$ cat src/rtl/regfile_pkg.sv
// -----------------------------------------------------------------------------
// regfile_pkg
// Shared constants and types for the register-file write-back path.
//   XLEN     : register data width
//   NREG     : number of architectural registers
//   RF_AW    : register address width
//   wb_req_t : one pending write (destination register + data)
// -----------------------------------------------------------------------------
package regfile_pkg;

  localparam int XLEN  = 32;
  localparam int NREG  = 32;
  localparam int RF_AW = 5;

  typedef struct packed {
    logic [RF_AW-1:0] rd;
    logic [XLEN-1:0]  data;
  } wb_req_t;

endpackage

$ cat src/rtl/wb_fifo.sv
// -----------------------------------------------------------------------------
// wb_fifo
// In-order buffer for ALU write-back requests that lost arbitration.
//   clk   : clock
//   reset : asynchronous active-low reset (empties the buffer)
//   push  : write din at the tail (ignored while full)
//   din   : request to store
//   pop   : drop the head entry (ignored while empty)
//   head  : oldest stored request (valid only while !empty)
//   full  : DEPTH entries stored
//   empty : no entries stored
// DEPTH must be a power of two so the pointers wrap by plain overflow.
// -----------------------------------------------------------------------------
module wb_fifo
  import regfile_pkg::*;
#(
  parameter int DEPTH = 4
) (
  input  logic    clk,
  input  logic    reset,
  input  logic    push,
  input  wb_req_t din,
  input  logic    pop,
  output wb_req_t head,
  output logic    full,
  output logic    empty
);

  localparam int PW = $clog2(DEPTH);
  localparam int CW = $clog2(DEPTH + 1);

  wb_req_t       mem [DEPTH];
  logic [PW-1:0] rd_ptr;
  logic [PW-1:0] wr_ptr;
  logic [CW-1:0] count;
  logic          push_ok;
  logic          pop_ok;

  assign full    = (count == CW'(DEPTH));
  assign empty   = (count == '0);
  assign head    = mem[rd_ptr];
  assign push_ok = push && !full;
  assign pop_ok  = pop && !empty;

  // NOTE: the storage array is deliberately not reset; an entry is only ever
  // read after it has been written, and count alone decides what is valid.
  always_ff @(posedge clk) begin
    if (push_ok) mem[wr_ptr] <= din;
  end

  // NOTE: sequential state uses non-blocking assignments so every register
  // samples the pre-edge values regardless of statement order.
  always_ff @(posedge clk or negedge reset) begin
    if (!reset) begin
      rd_ptr <= '0;
      wr_ptr <= '0;
      count  <= '0;
    end else begin
      if (push_ok) wr_ptr <= wr_ptr + 1'b1;
      if (pop_ok)  rd_ptr <= rd_ptr + 1'b1;
      case ({push_ok, pop_ok})
        2'b10:   count <= count + 1'b1;
        2'b01:   count <= count - 1'b1;
        default: ;
      endcase
    end
  end

endmodule

$ cat src/rtl/regfile_writeback.sv
// -----------------------------------------------------------------------------
// regfile_writeback
// Arbitrates ALU and LSU results onto the register file's single write port
// and tracks which registers still have a write in flight.
//   clk, reset            : clock, asynchronous active-low reset
//   alu_valid/ready/rd/data : ALU result handshake (ready = buffer not full)
//   lsu_valid/ready/rd/data : load result handshake (ready drops only on a
//                             forced buffer turn)
//   issue_valid/rd        : instruction with a destination register issuing
//   issue_stall           : issue_rd already has a write pending (comb.)
//   pending_mask          : bit r set while a write to x[r] is in flight
//   write_enable/addr/data: registered register-file write port
// Priority per cycle: forced buffer turn > LSU > buffer head > ALU bypass.
// -----------------------------------------------------------------------------
module regfile_writeback
  import regfile_pkg::RF_AW, regfile_pkg::wb_req_t;
#(
  parameter int XLEN       = regfile_pkg::XLEN,  // must match regfile_pkg
  parameter int NREG       = regfile_pkg::NREG,
  parameter int DEPTH      = 4,
  parameter int STARVE_MAX = 3
) (
  input  logic             clk,
  input  logic             reset,
  input  logic             alu_valid,
  output logic             alu_ready,
  input  logic [RF_AW-1:0] alu_rd,
  input  logic [XLEN-1:0]  alu_data,
  input  logic             lsu_valid,
  output logic             lsu_ready,
  input  logic [RF_AW-1:0] lsu_rd,
  input  logic [XLEN-1:0]  lsu_data,
  input  logic             issue_valid,
  input  logic [RF_AW-1:0] issue_rd,
  output logic             issue_stall,
  output logic [NREG-1:0]  pending_mask,
  output logic             write_enable,
  output logic [RF_AW-1:0] write_addr,
  output logic [XLEN-1:0]  write_data
);

  localparam int SW = $clog2(STARVE_MAX + 1);

  logic [SW-1:0]   starve_cnt;
  logic            fifo_full;
  logic            fifo_empty;
  wb_req_t         fifo_head;
  wb_req_t         alu_req;
  wb_req_t         win_req;
  logic            win_valid;
  logic            win_write;
  logic            force_turn;
  logic            lsu_win;
  logic            head_win;
  logic            bypass_win;
  logic            alu_accept;
  logic            fifo_push;
  logic [NREG-1:0] pend_set;
  logic [NREG-1:0] pend_clr;

  // ---------------------------------------------------------------------------
  // Arbitration
  // ---------------------------------------------------------------------------
  assign force_turn = !fifo_empty && (starve_cnt == SW'(STARVE_MAX));
  assign lsu_win    = !force_turn && lsu_valid;
  assign head_win   = force_turn || (!lsu_valid && !fifo_empty);
  // Bypass only with an empty buffer keeps ALU results in acceptance order.
  assign bypass_win = !lsu_valid && fifo_empty && alu_valid;

  // Both readies are forced low while reset is held.
  assign alu_ready  = reset && !fifo_full;
  assign lsu_ready  = reset && !force_turn;

  assign alu_accept = alu_valid && !fifo_full;
  assign fifo_push  = alu_accept && !bypass_win;
  assign alu_req    = '{rd: alu_rd, data: alu_data};

  // NOTE: every combinational output gets a default first, so no path through
  // the block leaves a value unassigned and no latch is inferred.
  always_comb begin
    win_req = '0;
    if (head_win)        win_req = fifo_head;
    else if (lsu_win)    win_req = '{rd: lsu_rd, data: lsu_data};
    else if (bypass_win) win_req = alu_req;
  end

  assign win_valid = head_win || lsu_win || bypass_win;
  // A result for x0 still uses its slot but never strobes the file.
  assign win_write = win_valid && (win_req.rd != '0);

  wb_fifo #(
    .DEPTH (DEPTH)
  ) u_fifo (
    .clk   (clk),
    .reset (reset),
    .push  (fifo_push),
    .din   (alu_req),
    .pop   (head_win),
    .head  (fifo_head),
    .full  (fifo_full),
    .empty (fifo_empty)
  );

  // ---------------------------------------------------------------------------
  // Starvation counter: counts LSU wins taken over a waiting buffer.
  // ---------------------------------------------------------------------------
  always_ff @(posedge clk or negedge reset) begin
    if (!reset) begin
      starve_cnt <= '0;
    end else if (fifo_empty || head_win) begin
      starve_cnt <= '0;
    end else if (lsu_win) begin
      starve_cnt <= starve_cnt + 1'b1;
    end
  end

  // ---------------------------------------------------------------------------
  // Output registers: winner of cycle N writes during cycle N+1.
  // ---------------------------------------------------------------------------
  always_ff @(posedge clk or negedge reset) begin
    if (!reset) begin
      write_enable <= 1'b0;
      write_addr   <= '0;
      write_data   <= '0;
    end else begin
      write_enable <= win_write;
      if (win_write) begin
        write_addr <= win_req.rd;
        write_data <= win_req.data;
      end
    end
  end

  // ---------------------------------------------------------------------------
  // Scoreboard. The clear follows the write strobe, so a bit drops on the same
  // edge the register file captures the data.
  // ---------------------------------------------------------------------------
  assign issue_stall = issue_valid && (issue_rd != '0) && pending_mask[issue_rd];

  always_comb begin
    pend_set = '0;
    pend_clr = '0;
    if (issue_valid && !issue_stall && (issue_rd != '0)) pend_set[issue_rd] = 1'b1;
    if (write_enable) pend_clr[write_addr] = 1'b1;
  end

  always_ff @(posedge clk or negedge reset) begin
    if (!reset) begin
      pending_mask <= '0;
    end else begin
      pending_mask <= (pending_mask & ~pend_clr) | pend_set;
    end
  end

endmodule
$ cat config.mk
export PLATFORM = sky130hd
export DESIGN_NAME = regfile_writeback
export DESIGN_NICKNAME = d
export VERILOG_FILES = /design/src/rtl/regfile_pkg.sv /design/src/rtl/wb_fifo.sv /design/src/rtl/regfile_writeback.sv
export SDC_FILE = /design/constraint.sdc
export NUM_CORES = 1
export LEC_CHECK = 0
export CAP_MARGIN = 30
export CORE_MARGIN = 5
export CORE_UTILIZATION = 45
export CTS_BUF_LIST = sky130_fd_sc_hd__clkbuf_4 sky130_fd_sc_hd__clkbuf_8
export DETAILED_ROUTE_END_ITERATION = 10
export PLACE_DENSITY = 0.71
export SYNTH_ARGS = -nofsm -noshare
export SYNTH_HDL_FRONTEND = slang
export SYNTH_SLANG_ARGS = --single-unit
$ cat constraint.sdc
create_clock -name clk -period 2.2 [get_ports clk]
set_input_delay 0.33 -clock clk [delete_from_list [all_inputs] [get_ports clk]]
set_output_delay 0.33 -clock clk [all_outputs]
set_load 0.005 [all_outputs]
==> impl_results.md <==
- Post-detail-place hpwl: 16500 µm
- Clock Tree Buf Depth: 3
- Drt initial violations: approximately 350
- RSZ-0062 raised after global routing: true
- Fmax: 396 MHz
- Share of cells above drive strength 1: 34.7%
- Fillers: around 1400
- Post-synth top area share: 46.9%
- H-tree levels: 2
- Core ar.: ~21000 µm²
- Worst Hold Class: input pin to async pin
- Drt drc: 0
- Final period util: 115%
- Final WL: 25200 µm
- Syn Area/Cell: 15.6 µm²
- Asr flop ratio synth: 34.8%
- Max cap viols: 0
- First-pass GRT wire length: approximately 39000 µm
- YS warnings: 0
- Max-slew headroom: 54.8%
- PwrDens: 1280 nW/µm²
- Synth area leaders: edfxtp_1 (47%), dfrtp_1 (21%), mux4_2 (11%)
- R2r worst-path depth: 8
- Clock transition at path regs: 70 ps
- Worst-skew pair later-pin latency: 520 ps
- Crit path kind: register to output pin
- Reg2reg start: pending_mask[7]$_DFF_PN0_
- Chip Width: 155 µm
- Most common cell in the netlist: edfxtp_1
- Post-Synthesis Net Count: 699
- Post-Syn Instances: 608
- Root Buffer: clkbuf_8
- Vias in the first global route: around 7100
- CP Capture Type: output pin
- Port Buffer Count: between 150 and 200
- Reg-to-reg endpoint: pending_mask[18]$_DFF_PN0_
- Number of synthesized register bits: around 230
- Pwr Total: about 17 mW
- Synth unique cells: 43
- Crit path DAT: 2190 ps
- Post-synth top area cell: edfxtp_1
- Antenna violation net count after detailed routing: 0
- Clock sink count: 227
- Number of I/O pins: 157
- Critical path required time: about 1900 ps
- Area growth, synth to finish: 42.9%
- Most frequent cells after synthesis: edfxtp_1 (148), dfrtp_1 (79), nand2_1 (73)
- Least-Margin Pin Slew: 678 ps
- Largest net degree at the start of global routing: 52
- Max Transition Viols Final: 0
- Leak: 5.27 nW
- Critical path fanouts, max: 2
- Post-Layout Cell Count: 1182
- Gr usage total: 20.6%
- Antenna diodes: 0
- Final hold violation count: 0
- DRT Pass-1 Iters: 5
- Synth Flop Type: edfxtp_1
- R2r setup slk: -250 ps
- FP Rows: 53
- Final worst setup slack: -323 ps
- Mapped cell area: about 9500 µm²
- Outcome: finished, violations left
- GP Congestion: 0.913
- Fin crit period: between 2000 and 3000 ps
- DR vias: 6583
- DP Worst Slack: -787 ps
- Setup-failing EPs final: 70
- Failing checks: negative setup slack
- Placed cells: approximately 1100
- Overflow after GRT: 0
- Worst setup SP type: register
- Die span in y: between 150 and 200 µm
- Post-layout nets: 969
- Sequential element share of the synthesized area: 67.8%
- Post-synth EDFFs: ~150
- CTS tree: done
- Drt wl/cell: about 21 µm
- CTS Buf Count: 38
- Vias per cell: between 5 and 6
- Clock Skew: 23.8 ps
- Die ar.: 24000 µm²
- Peak VDD IR: 0.747 mV
- Initial core utilization: 45.3%
- Initial antenna violation count: 1
- Setup TNS: -13390 ps
==> per-stage QoR <==
step	area (µm²)	utilization, %	hold slack, ps
2_1_floorplan	9570	-	34.4
6_report	13500	64.7	419
5_1_grt	13500	64.7	454
3_3_place_gp	12100	57.8	388
3_5_place_dp	12100	57.8	398
4_1_cts	13300	63.8	417
==> area by class of cell <==
cell class	instances	area (µm²)	share of cell area [%]
clock inverter	12	141	1.05
multi-input combinational	337	3260	24.1
clock buffer	57	703	5.20
timing repair buffer	263	2610	19.3
inverter	11	41.3	0.305
sequential	227	6420	47.5
tap	275	344	2.54
==> power breakdown <==
part | switching, mW | internal, mW
Clock | 1.66 | 2.41
Sequential | 0.678 | 5.83
Combinational | 2.85 | 3.88
Total | 5.19 | 12.1
==> critical path: stages (launching register included) <==
cell     delay, ps
dfrtp_1        390
mux4_2         490
a22o_1         210
nor4_2         320
a21oi_1        120
buf_2          150
==> layer usage <==
| layer | vias to the layer above | global-route usage (%) | share of wire [%] |
|---|---|---|---|
| li1 | 2895 | - | - |
| met1 | 3304 | 26.1 | 38 |
| met2 | 329 | 34.9 | 51 |
| met3 | 53 | 5.48 | 8.5 |
| met4 | 2 | 6.06 | 2.2 |
| met5 | - | 0 | 0.052 |
==> state kept, by name (all words and copies together) (netlist names) <==
register / cells
u_fifo.mem: 148
u_fifo.rd_ptr: 2
u_fifo.wr_ptr: 2
pending_mask: 32
starve_cnt: 2
write_data: 32
write_addr: 5
u_fifo.count: 3
write_enable: 1
==> cells by family after synthesis <==
kind of cell | after synthesis | synth area share (%)
compound gates | 119 | 7.68
xor+xnor | 6 | 0.555
fa+ha+maj | 7 | 1.00
buf+inv | 44 | 1.92
flops | 227 | 67.8
mux | 78 | 14.6
simple gates | 127 | 6.38
==> cells in the final DEF (no fill, tap or decap), types with 5 or more instances in the layout <==
cell and count:
clkdlybuf4s50_1 151, edfxtp_1 148, buf_4 87, dfrtp_1 76, nand2_1 71, mux4_2 45
clkbuf_8 44, o21ai_0 32, a22oi_1 32, mux2_4 32, o21ai_2 30, clkbuf_4 13
buf_12 13, nand3_1 11, inv_1 11, nor2b_1 8, o21ai_1 5
==> how the worst max path moves through the flow <==
stage                                 startpoint                          to  slack [ps]  depth (start not counted)
floorplan           u_fifo.rd_ptr[0]$_DFFE_PN0P_  write_data[17]$_DFFE_PN0P_         -80                          8
global route           pending_mask[7]$_DFF_PN0_                 issue_stall        -420                          5
detailed placement                   issue_rd[0]  pending_mask[23]$_DFF_PN0_        -790                          8
global placement                     issue_rd[0]                 issue_stall        -730                          7
finish                 pending_mask[7]$_DFF_PN0_                 issue_stall        -320                          5
CTS                    pending_mask[7]$_DFF_PN0_                 issue_stall        -330                          5
==> repair_timing <==
action | CTS | global route
cloned | 4 | 1
resized for setup | 63 | 33
hold buffers | 1 | 0
pin swaps | 10 | 11
buffers inserted | 10 | 6
endpoints found under the setup margin | 74 | 72
endpoints found under the hold margin | 79 | 0
No activity file was read; power rests on OpenSTA's default activity.
